<file path="src/rtl/regfile_wb_scheduler.sv">
// Register-file write-port scheduler: arbitrates pipe writeback vs. queued MUL results
// and keeps a scoreboard of registers awaiting MUL results for decode stalls.
module regfile_wb_scheduler #(
  parameter int DEPTH = 4
) (
  input  logic                       Clock,
  input  logic                       Reset,
  input  logic                       PipeWrEn,
  input  logic [4:0]                 PipeWrAddr,
  input  logic [31:0]                PipeWrData,
  input  logic                       MulIssue,
  input  logic [4:0]                 MulIssueAddr,
  input  logic                       MulDone,
  input  logic [4:0]                 MulDoneAddr,
  input  logic [31:0]                MulDoneData,
  output logic                       MulDoneReady,
  input  logic [4:0]                 RsAddr,
  input  logic [4:0]                 RtAddr,
  output logic                       Stall,
  output logic                       RegWrite,
  output logic [4:0]                 RAddr,
  output logic [31:0]                RData,
  output logic [31:0]                Pending,
  output logic [$clog2(DEPTH+1)-1:0] QCount
);

  localparam int CW = $clog2(DEPTH + 1);
  localparam int PW = $clog2(DEPTH);
  localparam logic [CW-1:0] FULL_C = CW'(DEPTH);

  logic [4:0]    qaddr_q [DEPTH];
  logic [4:0]    qaddr_d [DEPTH];
  logic [31:0]   qdata_q [DEPTH];
  logic [31:0]   qdata_d [DEPTH];
  logic [PW-1:0] wr_ptr_q, wr_ptr_d;
  logic [PW-1:0] rd_ptr_q, rd_ptr_d;
  logic [CW-1:0] count_q, count_d;
  logic [31:0]   pending_q, pending_d;
  logic          reg_write_q, reg_write_d;
  logic [4:0]    raddr_q, raddr_d;
  logic [31:0]   rdata_q, rdata_d;
  logic          src_mul_q, src_mul_d;
  logic          push, pop, issue_set;

  assign MulDoneReady = (count_q != FULL_C);
  assign QCount       = count_q;
  assign Pending      = pending_q;
  assign RegWrite     = reg_write_q;
  assign RAddr        = raddr_q;
  assign RData        = rdata_q;

  assign Stall = ((RsAddr != 5'd0) && pending_q[RsAddr]) ||
                 ((RtAddr != 5'd0) && pending_q[RtAddr]) ||
                 (MulIssue && pending_q[MulIssueAddr]);

  always_comb begin
    push        = MulDone && MulDoneReady;
    pop         = !PipeWrEn && (count_q != '0);
    issue_set   = MulIssue && !Stall && (MulIssueAddr != 5'd0);
    qaddr_d     = qaddr_q;
    qdata_d     = qdata_q;
    wr_ptr_d    = wr_ptr_q;
    rd_ptr_d    = rd_ptr_q;
    count_d     = count_q + CW'(push) - CW'(pop);
    pending_d   = pending_q;
    reg_write_d = 1'b0;
    raddr_d     = raddr_q;
    rdata_d     = rdata_q;
    src_mul_d   = 1'b0;

    if (push) begin
      qaddr_d[wr_ptr_q] = MulDoneAddr;
      qdata_d[wr_ptr_q] = MulDoneData;
      wr_ptr_d          = wr_ptr_q + PW'(1);
    end

    if (PipeWrEn) begin
      reg_write_d = (PipeWrAddr != 5'd0);
      raddr_d     = PipeWrAddr;
      rdata_d     = PipeWrData;
    end else if (pop) begin
      reg_write_d = (qaddr_q[rd_ptr_q] != 5'd0);
      raddr_d     = qaddr_q[rd_ptr_q];
      rdata_d     = qdata_q[rd_ptr_q];
      src_mul_d   = 1'b1;
      rd_ptr_d    = rd_ptr_q + PW'(1);
    end

    // Clear lands on the same edge the register file commits the MUL value; set wins.
    if (reg_write_q && src_mul_q) pending_d[raddr_q] = 1'b0;
    if (issue_set) pending_d[MulIssueAddr] = 1'b1;
    pending_d[0] = 1'b0;
  end

  always_ff @(posedge Clock) begin
    if (Reset) begin
      wr_ptr_q    <= '0;
      rd_ptr_q    <= '0;
      count_q     <= '0;
      pending_q   <= '0;
      reg_write_q <= 1'b0;
      raddr_q     <= '0;
      rdata_q     <= '0;
      src_mul_q   <= 1'b0;
    end else begin
      wr_ptr_q    <= wr_ptr_d;
      rd_ptr_q    <= rd_ptr_d;
      count_q     <= count_d;
      pending_q   <= pending_d;
      reg_write_q <= reg_write_d;
      raddr_q     <= raddr_d;
      rdata_q     <= rdata_d;
      src_mul_q   <= src_mul_d;
    end
  end

  // Queue storage needs no reset: occupancy is tracked by the pointers and count.
  always_ff @(posedge Clock) begin
    qaddr_q <= qaddr_d;
    qdata_q <= qdata_d;
  end

endmodule

</file>
<file path="config.mk">
export PLATFORM = sky130hd
export DESIGN_NAME = regfile_wb_scheduler
export DESIGN_NICKNAME = d
export VERILOG_FILES = /design/src/rtl/regfile_wb_scheduler.sv
export SDC_FILE = /design/constraint.sdc
export NUM_CORES = 1
export LEC_CHECK = 0
export BUFFER_PORTS_ARGS = -buffer_cell sky130_fd_sc_hd__buf_4
export CORE_UTILIZATION = 35
export CTS_BUF_LIST = sky130_fd_sc_hd__clkbuf_4 sky130_fd_sc_hd__clkbuf_8
export CTS_CLUSTER_DIAMETER = 120
export CTS_CLUSTER_SIZE = 20
export DETAILED_ROUTE_END_ITERATION = 6
export GPL_ROUTABILITY_DRIVEN = 1
export PLACE_DENSITY = 0.63
export SLEW_MARGIN = 20
export SYNTH_ARGS = -nofsm -noshare
export SYNTH_HDL_FRONTEND = slang
export SYNTH_SLANG_ARGS = --single-unit
</file>
<file path="constraint.sdc">
create_clock -name Clock -period 3.1 [get_ports Clock]
set_input_delay 0.155 -clock Clock [delete_from_list [all_inputs] [get_ports Clock]]
set_output_delay 0.155 -clock Clock [all_outputs]
set_load 0.02 [all_outputs]
</file>
==> run summary, run 1 <==
The run finished with clean final reports. The initial antenna violation count is 3. The max-capacitance violation count is 0. In this run the number of H-tree levels came out at 1.

The share of async-settable or async-resettable flops after synthesis came out at 0. The later pin in the worst-skew pair is clocked with a latency of 510 ps. Counting flops and latches in the post-synthesis netlist gives 225. The leakage power summed over all cells is 4.68 nW. The clock passes through at most 3 buffers. The core region is 27900 um2. The critical path is of the flop to output pin type.

The first TritonRoute pass finished after 5 iterations. The worst path in the final design needs a cycle of 2770 ps, including I/O delays and setup. Data arrives at the worst endpoint at 2620 ps. In this design, the stage delay of the slowest critical-path cell is 510 ps. The HPWL after detailed placement came out at 16.5 mm. The largest individual stage delay along the critical path comes from the cell sky130_fd_sc_hd__mux4_2.

The die outline width is 171 um. The leftover overflow at the end of global routing is 0. The global-route wire length before repair is 38.9 mm. Pin placement for this block handled 169 I/O pins. The total number of placement rows came out at 61.

The number of global-route vias before repair was 6906. The number of buffers inserted by post-CTS setup repair came out at 0. The share of total power dissipated in sequential elements is 0.501. The routing usage on met1 is 0.224. The most used flip-flop cell after synthesis is sky130_fd_sc_hd__edfxtp_1. The capturing element type of the critical path is an output pin.

The clock-pin slew on the worst setup and hold paths is 130 ps. The final max-slew violation count came to 0. The power per cell area came out at 590 nW/um2. The die height is 171 um.

Timing would allow up to 361 MHz. The number of DRC violations after detailed-routing iteration 0 is 312. The signal on the critical path passes through mux4_2 > nor4b_2 > a311oi_1 > nand2_1 > nand4_2 > a21o_1 > buf_4.

The final layout contains routed wiring with a total length of 24.7 mm. The number of distinct library cells after synthesis is 51. The maximum fanout encountered on the critical timing path is 9. The transition time at the pin with the least slew margin is 887 ps. The peak supply drop came out at 386 uV.

The largest net degree at the start of global routing came out at 79. In this run the cell area measured after placement is 11600 um2. The synthesis warning total is 0. The switching part of the total power came out at 0.302. The number of enable flip-flop cells after synthesis came out at 148.

The final weighted congestion in routability-driven placement came out at 0.880. The routing usage on met2 is 0.290. The final routed DRC violation total came out at 0. The total of hold buffers inserted after clock tree synthesis is 75. The worst setup path is launched from a flop.

In the final layout, the share of cells above drive strength 1 is 0.287. The layer flagged by global routing as most heavily used is met2. The total global-route track usage is 0.171. The worst clock skew on the final layout is 35.7 ps. The combinational cell fraction of total power is 0.299. The layout has 2577 filler cells. The switching power of the nets is 2.26 mW.

A synthesized cell averages 13.7 um2. The internal power came out at 5.22 mW. The relative slew slack came out at 0.408. The total CTS buffers is 15. The part of the power in the clock network came out at 0.200.

The fraction of the yosys area taken by sequential cells is 0.599. The post-synthesis net count came out at 832. The initial standard-cell utilization of the core is 0.358. The final-stage net count came out at 1050.

The final count of negative-setup-slack endpoints came out at 0. The final-report hold violation count is 0. For this run, global-route usage on met3 was measured as 0.0303. The total vias in the final route is 6926. Setup repair after global routing left no endpoint under its margin. The floorplan step defined a die boundary enclosing 29300 um2.

The min-delay analysis places its worst path in the category input pin to flop. In the synthesized netlist, the number of instances is 731. TritonCTS built the clock tree. The CTS root buffer is sky130_fd_sc_hd__clkbuf_8. The top cell family by delay on the critical path is simple AND/OR/NAND/NOR gates.

The number of sinks handled by clock tree synthesis is 225. At the worst endpoint, the required time is 2940 ps. The total negative setup slack came out at 0 ps. Dividing the final minimum period by the clock period gives 0.894.

The number of nets with antenna violations after routing is 0. The number of buffers inserted by port buffering came out at 167. The cell area after technology mapping is 10000 um2. The post-cts repair resize count is 0. The number of buffers and inverters on the critical path is 1. After routing the design area is 12700 um2.

The reg-to-reg setup timing slack is 680 ps. The per-cell routed wire length came out at 18.5 um. The via density per instance is 5.18.

The layout overhead on the synthesized area is 26.8%.
## per-layer routing
metal	vias up	wire (um)
li1	3230	-
met1	3414	10500
met2	246	12100
met3	36	1700
met4	0	438
met5	-	0
## worst min-delay path, stage by stage
cell and delay, ps:
sky130_fd_sc_hd__buf_4 90, sky130_fd_sc_hd__and2_1 170, sky130_fd_sc_hd__xnor2_1 80, sky130_fd_sc_hd__nor2_1 70
## layout by cell type (no fill, tap or decap), types with 12 or more instances in the layout
cell	synthesis	routed
sky130_fd_sc_hd__dfxtp_1	77	75
sky130_fd_sc_hd__mux4_2	48	48
sky130_fd_sc_hd__nand3b_1	23	23
sky130_fd_sc_hd__nor2_1	90	90
sky130_fd_sc_hd__o21ai_0	19	19
sky130_fd_sc_hd__o41ai_2	12	12
sky130_fd_sc_hd__o41ai_1	19	19
sky130_fd_sc_hd__a21oi_1	42	42
sky130_fd_sc_hd__buf_4	3	172
sky130_fd_sc_hd__nor2b_1	24	24
sky130_fd_sc_hd__dlygate4sd3_1	0	75
sky130_fd_sc_hd__clkbuf_8	0	15
sky130_fd_sc_hd__edfxtp_1	148	148
sky130_fd_sc_hd__mux2i_1	54	54
sky130_fd_sc_hd__nand2_1	34	34
## logic make-up (layout without fill, tap and decap cells)
kind of cell	after synthesis	in the layout	synth area share
AOI/OAI and AO/OA	108	108	0.0803
muxes	108	108	0.169
and+or+nand+nor	217	217	0.109
DFF	225	225	0.599
xor gates and xnor gates	5	5	0.00438
buffers and inverters	60	286	0.0292
other	1	4	0.000375
adders and majority gates	7	7	0.00951
## registers in the layout, indices dropped and copies added, names as in the netlist
register	cells
rd_ptr_q	2
RData	32
wr_ptr_q	2
qdata_q	128
RAddr	5
RegWrite	1
src_mul_q	1
QCount	3
qaddr_q	20
Pending	31
## final timing paths
check / from / endpoint / cells after the start
worst max-delay path: Pending[19]$_SDFF_PP0_ / Stall / 7
worst min-delay path: MulDone / wr_ptr_q[0]$_SDFFE_PP0P_ / 4
worst max register to register: Pending[19]$_SDFF_PP0_ / Pending[22]$_SDFF_PP0_ / 7
worst min register to register: wr_ptr_q[1]$_SDFFE_PP0P_ / wr_ptr_q[1]$_SDFFE_PP0P_ / 2
## through the flow
step	total power [mW]	hold slack (ps)	util	instances	setup WS, ps
after floorplan	5.30	254	-	731	504
after global placement	5.99	358	0.417	1235	691
after detailed placement	6.02	359	0.417	1235	660
after CTS	7.60	63.3	0.454	1335	282
after global routing	7.93	88.1	0.454	1338	174
final	7.49	95.2	0.454	1338	329
## cells in the mapped netlist (all sizes together), types with 10 or more instances
library cell	instances	area, um2
edfxtp	148	4440
nor2	90	338
dfxtp	77	1540
mux2i	54	541
mux4	48	1080
a21oi	42	210
nand2	34	128
o41ai	31	362
buf	27	168
clkbuf	25	93.8
nor2b	24	150
nand3b	23	173
o21ai	19	95.1
nor3	10	50.1
## cell type report
cell class,count,area (um2),share of cell area
clock inverters,1,16.3,0.00128
diodes,3,7.51,0.000592
clock buffers,24,274,0.0216
well taps,378,473,0.0373
repair buffers,253,2160,0.170
multi-input cells,446,3730,0.294
inverters,8,30.0,0.00237
flip-flops and latches,225,5990,0.472
## power by group through the flow
stage          sequential (mW)  combinational [mW]  clock (mW)
2_1_floorplan             3.85                1.45           0
3_3_place_gp              3.82                2.17           0
3_5_place_dp              3.83                2.19           0
4_1_cts                   3.76                2.27        1.57
5_1_grt                   3.80                2.46        1.67
6_report                  3.75                2.24        1.50
No activity file was read; power rests on OpenSTA's default activity.
==> run 2: changes to the inputs <==
--- a/config.mk
+++ b/config.mk
@@ -12,8 +12,9 @@
 export CTS_CLUSTER_SIZE = 20
 export DETAILED_ROUTE_END_ITERATION = 6
 export GPL_ROUTABILITY_DRIVEN = 1
+export MAX_ROUTING_LAYER = met4
 export PLACE_DENSITY = 0.63
-export SLEW_MARGIN = 20
+export SLEW_MARGIN = 30
 export SYNTH_ARGS = -nofsm -noshare
 export SYNTH_HDL_FRONTEND = slang
 export SYNTH_SLANG_ARGS = --single-unit
==> run 2 against run 1 <==
Clock skew fell by 0.63 ps; register-to-register slack barely moved; hold slack improved by 3.8 ps; power barely moved; flip-flop and latch count did not move; final area barely moved; critical endpoint unchanged; highest routed layer unchanged.
==> run summary, run 2 (synthesis gave the netlist of run 1 again) <==
The flow ran to the end, and the final reports show no timing, DRC or antenna violations. The die outline width came out at 171 um (unchanged). The max-capacitance violation count is 0 (unchanged). The relative slew slack is 0.415 (+0.00604). The total number of placement rows came out at 61 (unchanged). The proportion of layout cells with a drive suffix above 1 is 0.287 (unchanged). The global-route wire length before repair came out at 38.9 mm (-0.11%).

The number of buffers inserted by post-CTS setup repair is 0 (unchanged). The maximum fanout encountered on the critical timing path came to 9 (unchanged). The count of TritonRoute iterations in the first routing pass is 4 (-1). The final max-slew violation count is 0 (unchanged). The final-stage net count is 1050 (unchanged). The routing layer with the top usage in global route is met2. The number of flip-flops under the largest register name came out at 128 (unchanged).

The fraction of power consumed by sequential logic came out at 0.501 (about the same). The largest net degree at the start of global routing is 79 (unchanged). The data required time at the worst endpoint came out at 2940 ps (about the same).

The switching power of the nets is 2.26 mW (about the same). The area of combinational cells with multiple inputs is 3730 um2 (unchanged). In this run the critical register-to-register path is captured at Pending[22]$_SDFF_PP0_. The power per cell area is 590 nW/um2 (about the same).

STA classifies the critical path endpoint as an output pin. Leaving out fill and tap cells, the most frequent cell in the layout is sky130_fd_sc_hd__buf_4. The number of DRC violations after detailed-routing iteration 0 came out at 371 (+19%).

The combinational cell fraction of total power was 0.299 (about the same). The arrival time of the worst setup path came out at 2630 ps (about the same). The number of buffers inserted by port buffering came to 167 (unchanged). The placeable core region is 27900 um2 (unchanged). The number of sinks handled by clock tree synthesis is 225 (unchanged).

The register with the most flip-flops in the final layout is qdata_q. The total negative setup slack is 0 ps (unchanged). The leftover overflow at the end of global routing is 0 (unchanged). The layout overhead on the synthesized area was 26.9% (about the same). The routing usage on met2 was 0.290 (about the same). The reg-to-reg setup timing slack came out at 670 ps (about the same). The transition time at the pin with the least slew margin is 878 ps (-9.06 ps). Setup repair after global routing left no endpoint under its margin.

The highest achievable clock rate is 360 MHz (-0.36%). The part of the power in the clock network is 0.200 (about the same). The CTS tree is yes. In this run the clock root is driven by a sky130_fd_sc_hd__clkbuf_8.

The post-cts repair resize count is 0 (unchanged). The maximum buffer depth of the clock tree was 3 (unchanged). The capture point of the critical path is Stall. The kind of start point of the critical path is a flop. In this run the worst setup path begins at Pending[19]$_SDFF_PP0_. The number of global-route vias before repair is 6925 (+0.28%). The total vias in the final route is 6882 (-0.64%).

The final count of negative-setup-slack endpoints came out at 0 (unchanged). The part of the cycle the worst path needs came out at 0.897 (+0.00325). The switching part of the total power is 0.302 (about the same). The number of nets with antenna violations after routing came out at 0 (unchanged). The filler cell count is 2574 (-0.12%). The final wirelength is 24.7 mm (about the same).

The total number of H-tree levels is 1 (unchanged). The final weighted congestion in routability-driven placement came out at 0.895 (+1.7%). The final-report hold violation count came out at 0 (unchanged). The total area of sequential cells came out at 5990 um2 (unchanged). The die height is 171 um (unchanged). The peak supply drop came out at 387 uV (+0.17%). The routing usage on met1 came out at 0.225 (+0.00106). The worst register-to-register path begins at Pending[19]$_SDFF_PP0_. The post-route minimum period is 2780 ps (+10.1 ps). The min-delay analysis places its worst path in the category input pin to flop. The latest clock arrival within the worst-skew pair is 500 ps (about the same).

The internal power came out at 5.22 mW (about the same). The top-level I/O count is 169 (unchanged). The total global-route track usage came out at 0.176 (+0.00532).

The initial antenna violation count is 4 (+1). The HPWL after detailed placement is 16.5 mm (unchanged). The per-cell routed wire length came out at 18.5 um (about the same). The number of cells traversed by the worst register-to-register path is 7 (unchanged). The final routed DRC violation total was 0 (unchanged). The worst setup path is of the flop to output pin kind. The met3 track demand over resource came out at 0.0294 (-0.000925). The leakage power summed over all cells came out at 4.68 nW (about the same). The via density per instance is 5.14 (-0.71%). The clock-pin slew on the worst setup and hold paths is 130 ps (about the same). The total die area was 29300 um2 (unchanged). In the layout the commonest cells are sky130_fd_sc_hd__buf_4, sky130_fd_sc_hd__edfxtp_1, sky130_fd_sc_hd__nor2_1, sky130_fd_sc_hd__dfxtp_1, sky130_fd_sc_hd__dlygate4sd3_1. The total power after layout was 7.49 mW (about the same). The total of hold buffers inserted after clock tree synthesis is 75 (unchanged). The worst clock skew on the final layout is 35.1 ps (-0.630 ps).

The hold-critical path depth was 4 (unchanged). The initial standard-cell utilization of the core came out at 0.358 (unchanged). The total CTS buffers came out at 15 (unchanged).
run 2: cell count changes in the layout (fill, tap and decap cells not counted):
cell                      delta
sky130_fd_sc_hd__diode_2     +1
run 2: metal layers:
layer	wire, um	up-vias
met2	12100	224
li1	-	3229
met5	0	-
met3	1530	30
met4	359	0
met1	10800	3399
run 2: worst min-delay path by stage:
| stage | endpoint | start |
|---|---|---|
| 4_1_cts | wr_ptr_q[1]$_SDFFE_PP0P_ | MulDone |
| 3_5_place_dp | qdata_q[70]$_DFFE_PP_ | MulDoneData[6] |
| 6_report | wr_ptr_q[0]$_SDFFE_PP0P_ | MulDone |
| 3_3_place_gp | qdata_q[39]$_DFFE_PP_ | MulDoneData[7] |
| 5_1_grt | Pending[20]$_SDFF_PP0_ | MulIssueAddr[2] |
| 2_1_floorplan | qaddr_q[0]$_DFFE_PP_ | MulDoneAddr[0] |
run 2: critical path, stage by stage, from the launching register on:
cell and delay [ps]:
sky130_fd_sc_hd__dfxtp_1 400, sky130_fd_sc_hd__mux4_2 500, sky130_fd_sc_hd__nor4b_2 220, sky130_fd_sc_hd__a311oi_1 80, sky130_fd_sc_hd__nand2_1 110, sky130_fd_sc_hd__nand4_2 350, sky130_fd_sc_hd__a21o_1 300, sky130_fd_sc_hd__buf_4 160
run 2: final cells by class:
| class | count | share of cell area |
|---|---|---|
| timing repair buffer | 253 | 0.170 |
| antenna | 4 | 0.000789 |
| inverter | 8 | 0.00237 |
| multi-input combinational | 446 | 0.294 |
| sequential | 225 | 0.472 |
| clock buffer | 24 | 0.0216 |
| clock inverter | 1 | 0.00128 |
| tap | 378 | 0.0373 |
run 2: power by group through the flow:
stage	Clock (mW)	Combinational, mW	Sequential, mW
2_1_floorplan	0	1.45	3.85
3_3_place_gp	0	2.17	3.82
3_5_place_dp	0	2.19	3.83
4_1_cts	1.57	2.27	3.76
5_1_grt	1.67	2.46	3.80
6_report	1.49	2.24	3.75
run 2: stage by stage:
stage,instance area [um2],setup slack [ps],hold WS (ps),utilization,instances
global route,12700,174,87.4,0.454,1339
floorplan,10000,504,254,-,731
finish,12700,319,99.0,0.454,1339
detailed placement,11600,660,359,0.417,1235
CTS,12700,282,63.3,0.454,1335
global placement,11600,691,358,0.417,1235
==> run 3: changes to the inputs <==
--- a/config.mk
+++ b/config.mk
@@ -6,14 +6,14 @@
 export NUM_CORES = 1
 export LEC_CHECK = 0
 export BUFFER_PORTS_ARGS = -buffer_cell sky130_fd_sc_hd__buf_4
-export CORE_UTILIZATION = 35
+export CORE_UTILIZATION = 58
 export CTS_BUF_LIST = sky130_fd_sc_hd__clkbuf_4 sky130_fd_sc_hd__clkbuf_8
 export CTS_CLUSTER_DIAMETER = 120
 export CTS_CLUSTER_SIZE = 20
 export DETAILED_ROUTE_END_ITERATION = 6
 export GPL_ROUTABILITY_DRIVEN = 1
 export MAX_ROUTING_LAYER = met4
-export PLACE_DENSITY = 0.63
+export PLACE_DENSITY = 0.91
 export SLEW_MARGIN = 30
 export SYNTH_ARGS = -nofsm -noshare
 export SYNTH_HDL_FRONTEND = slang
==> run 3 against run 2 <==
Power rose by 1.5%; worst setup slack lost 17 ps; die area shrank 39%; via count is 5.9% higher; largest cell class unchanged.
==> run summary, run 3 (synthesis gave the netlist of run 1 again) <==
The number of global-route vias before repair came to 7410 (+7.0%). The path class of the lowest-slack min-delay path is input pin to flop. The leftover overflow at the end of global routing is 0 (unchanged). The worst setup path is captured at an output pin. The final weighted congestion in routability-driven placement came out at 0.890 (-0.49%). The part of the cycle the worst path needs came out at 0.903 (+0.00548).

The proportion of layout cells with a drive suffix above 1 was 0.291 (+0.00327). The post-route core utilization is 0.745 (+0.291). The tree is rooted in a sky130_fd_sc_hd__clkbuf_8. The uppermost signal routing layer after detailed routing is met4. The via density per instance came to 6.15 (+20%). The transition time at the pin with the least slew margin is 865 ps (-13.2 ps). The largest net degree at the start of global routing came out at 79 (unchanged).

The internal power came out at 5.21 mW (-0.28%). The final-stage net count is 1052 (+0.19%). The maximum fanout encountered on the critical timing path came out at 32 (+23). The data required time at the worst endpoint came out at 2940 ps (about the same). The total negative setup slack is 0 ps (unchanged). The library cell used most frequently in the layout, excluding fill and tap cells, is sky130_fd_sc_hd__buf_4.

The final max-slew violation count is 0 (unchanged). The total die area is 17800 um2 (-39%). The kind of start point of the critical path is a flop.

The standard cell with the maximum stage delay on the critical path is sky130_fd_sc_hd__mux4_2. TritonCTS built the clock tree. The initial standard-cell utilization of the core came out at 0.599 (+0.241).

The total global-route track usage came out at 0.301 (+0.125). The number of flip-flops under the largest register name is 128 (unchanged). The length of routed met2 wiring came out at 13.6 mm (+13%). The highest achievable clock rate is 357 MHz (-0.61%). The number of sinks handled by clock tree synthesis came out at 225 (unchanged).

The total number of placement rows is 47 (-23%). The peak supply drop was 566 uV (+46%). The HPWL after detailed placement came out at 15.9 mm (-3.8%).

The cell occurring most often along the worst timing path is sky130_fd_sc_hd__buf_4. The signal on the critical path passes through mux2i_1 > mux4_2 > a32oi_1 > nand2_1 > nand4_2 > buf_4 > a21o_1 > buf_4. The count of TritonRoute iterations in the first routing pass was 5 (+1). The combinational cell fraction of total power came out at 0.301 (+0.002). The leakage power summed over all cells came to 4.67 nW (-0.19%). The worst slack at placement is 779 ps (+119 ps).

The total power after layout is 7.60 mW (+1.5%). The relative slew slack came out at 0.423 (+0.00877). By startpoint and endpoint, the worst setup path is classified as flop to output pin. The per-cell routed wire length came to 22.2 um (+20%).

The initial antenna violation count is 4 (unchanged). The die height came to 133 um (-22%). The final wirelength came out at 26.3 mm (+6.2%). The part of the power in the clock network came out at 0.201 (about the same).

The switching part of the total power came to 0.314 (+0.0122). The hold slack came out at 85.8 ps (-13.2 ps). Ranked by flip-flop count, first place goes to qdata_q.

The latest clock arrival within the worst-skew pair is 520 ps (+20 ps). Setup repair after global routing left no endpoint under its margin. The final-report hold violation count came to 0 (unchanged).

The top cell family by delay on the critical path is multiplexers. Leaving out fill and tap cells, the most frequent cells in the layout are sky130_fd_sc_hd__buf_4, sky130_fd_sc_hd__edfxtp_1, sky130_fd_sc_hd__nor2_1, sky130_fd_sc_hd__dfxtp_1, sky130_fd_sc_hd__dlygate4sd3_1. The post-route minimum period came out at 2800 ps (+17.0 ps). The layout overhead on the synthesized area is 24.4%. The length of routed wiring on met1 is 10.1 mm (-6.4%). The worst clock skew on the final layout came out at 28.2 ps (-6.89 ps). The global-route wire length before repair came out at 39.9 mm (+2.6%). The final routed DRC violation total is 0 (unchanged). The top-level I/O count came out at 169 (unchanged). The arrival time of the worst setup path is 2640 ps (about the same). The total number of H-tree levels came out at 1 (unchanged).

The number of nets with antenna violations after routing is 0 (unchanged). The clock-pin slew on the worst setup and hold paths came out at 130 ps (about the same). The fraction of power consumed by sequential logic was 0.498 (-0.003). The count of buffering cells on the critical path with inverters included was 2 (+1). The run finished with clean final reports.

The placeable core region came out at 16700 um2 (-40%). The total CTS buffers was 15 (unchanged). The number of buffers inserted by port buffering was 167 (unchanged). The maximum buffer depth of the clock tree is 3 (unchanged). The total vias in the final route came out at 7290 (+5.9%).

The power per cell area is 611 nW/um2 (+3.5%). The number of DRC violations after detailed-routing iteration 0 came out at 655 (+77%). The biggest cell delay along the critical path came out at 520 ps (+20 ps). The final count of negative-setup-slack endpoints was 0 (unchanged). The sum of met3 wire segment lengths after detailed routing came to 1.74 mm (+14%). The minimum setup slack in the final design was 302 ps (-17.0 ps).

The switching power of the nets came out at 2.39 mW (+5.6%). The max-capacitance violation count was 0 (unchanged). The die outline width came out at 133 um (-22%).
## run 3: final cells by class
class                   instances  area, um2
flip-flops and latches        225       5990
fillers                       994       4260
multi-input cells             446       3730
repair buffers                255       2100
well taps                     220        275
clock buffers                  24        274
inverters                       8       30.0
clock inverters                 2       23.8
diodes                          5       12.5
## run 3: stage by stage
stage	instances	instance area, um2
detailed placement	1080	11400
global placement	1080	11400
global route	1185	12400
CTS	1180	12400
floorplan	731	10000
finish	1185	12400
## run 3: worst paths after layout
check                            from                  endpoint  slack (ps)  cells after the start
min reg2reg  wr_ptr_q[1]$_SDFFE_PP0P_  wr_ptr_q[1]$_SDFFE_PP0P_         540                      2
min                          PipeWrEn       RegWrite$_SDFF_PP0_          90                      4
max             Pending[3]$_SDFF_PP0_                     Stall         300                      8
max reg2reg      QCount[1]$_SDFF_PP0_      QCount[2]$_SDFF_PP0_         730                     11
## run 3: metal layers
metal / vias up / global-route usage
li1: 3247 / -
met1: 3598 / 0.364
met2: 369 / 0.508
met3: 76 / 0.0479
met4: 0 / 0.119
met5: - / -
## run 3: worst register-to-register path: stages (launching register included)
cell	delay, ps
sky130_fd_sc_hd__dfxtp_1	460
sky130_fd_sc_hd__nor2_1	60
sky130_fd_sc_hd__nand2_1	180
sky130_fd_sc_hd__and2_1	220
sky130_fd_sc_hd__inv_1	80
sky130_fd_sc_hd__ha_1	280
sky130_fd_sc_hd__inv_1	40
sky130_fd_sc_hd__ha_1	180
sky130_fd_sc_hd__fa_1	370
sky130_fd_sc_hd__xnor2_1	180
sky130_fd_sc_hd__xnor2_1	140
sky130_fd_sc_hd__nor2_1	50
## run 3: power groups by stage
stage	registers [mW]	logic, mW	clock network [mW]
after global placement	3.81	2.08	0
after CTS	3.77	2.24	1.54
final	3.78	2.28	1.53
after global routing	3.82	2.43	1.63
after detailed placement	3.84	2.14	0
after floorplan	3.85	1.45	0
## run 3: timing repair
action,CTS,global route
setup endpoints to repair,0,0
hold endpoints to repair,186,0
hold buffers,74,0
buffers inserted,0,0
gates resized for setup,0,0
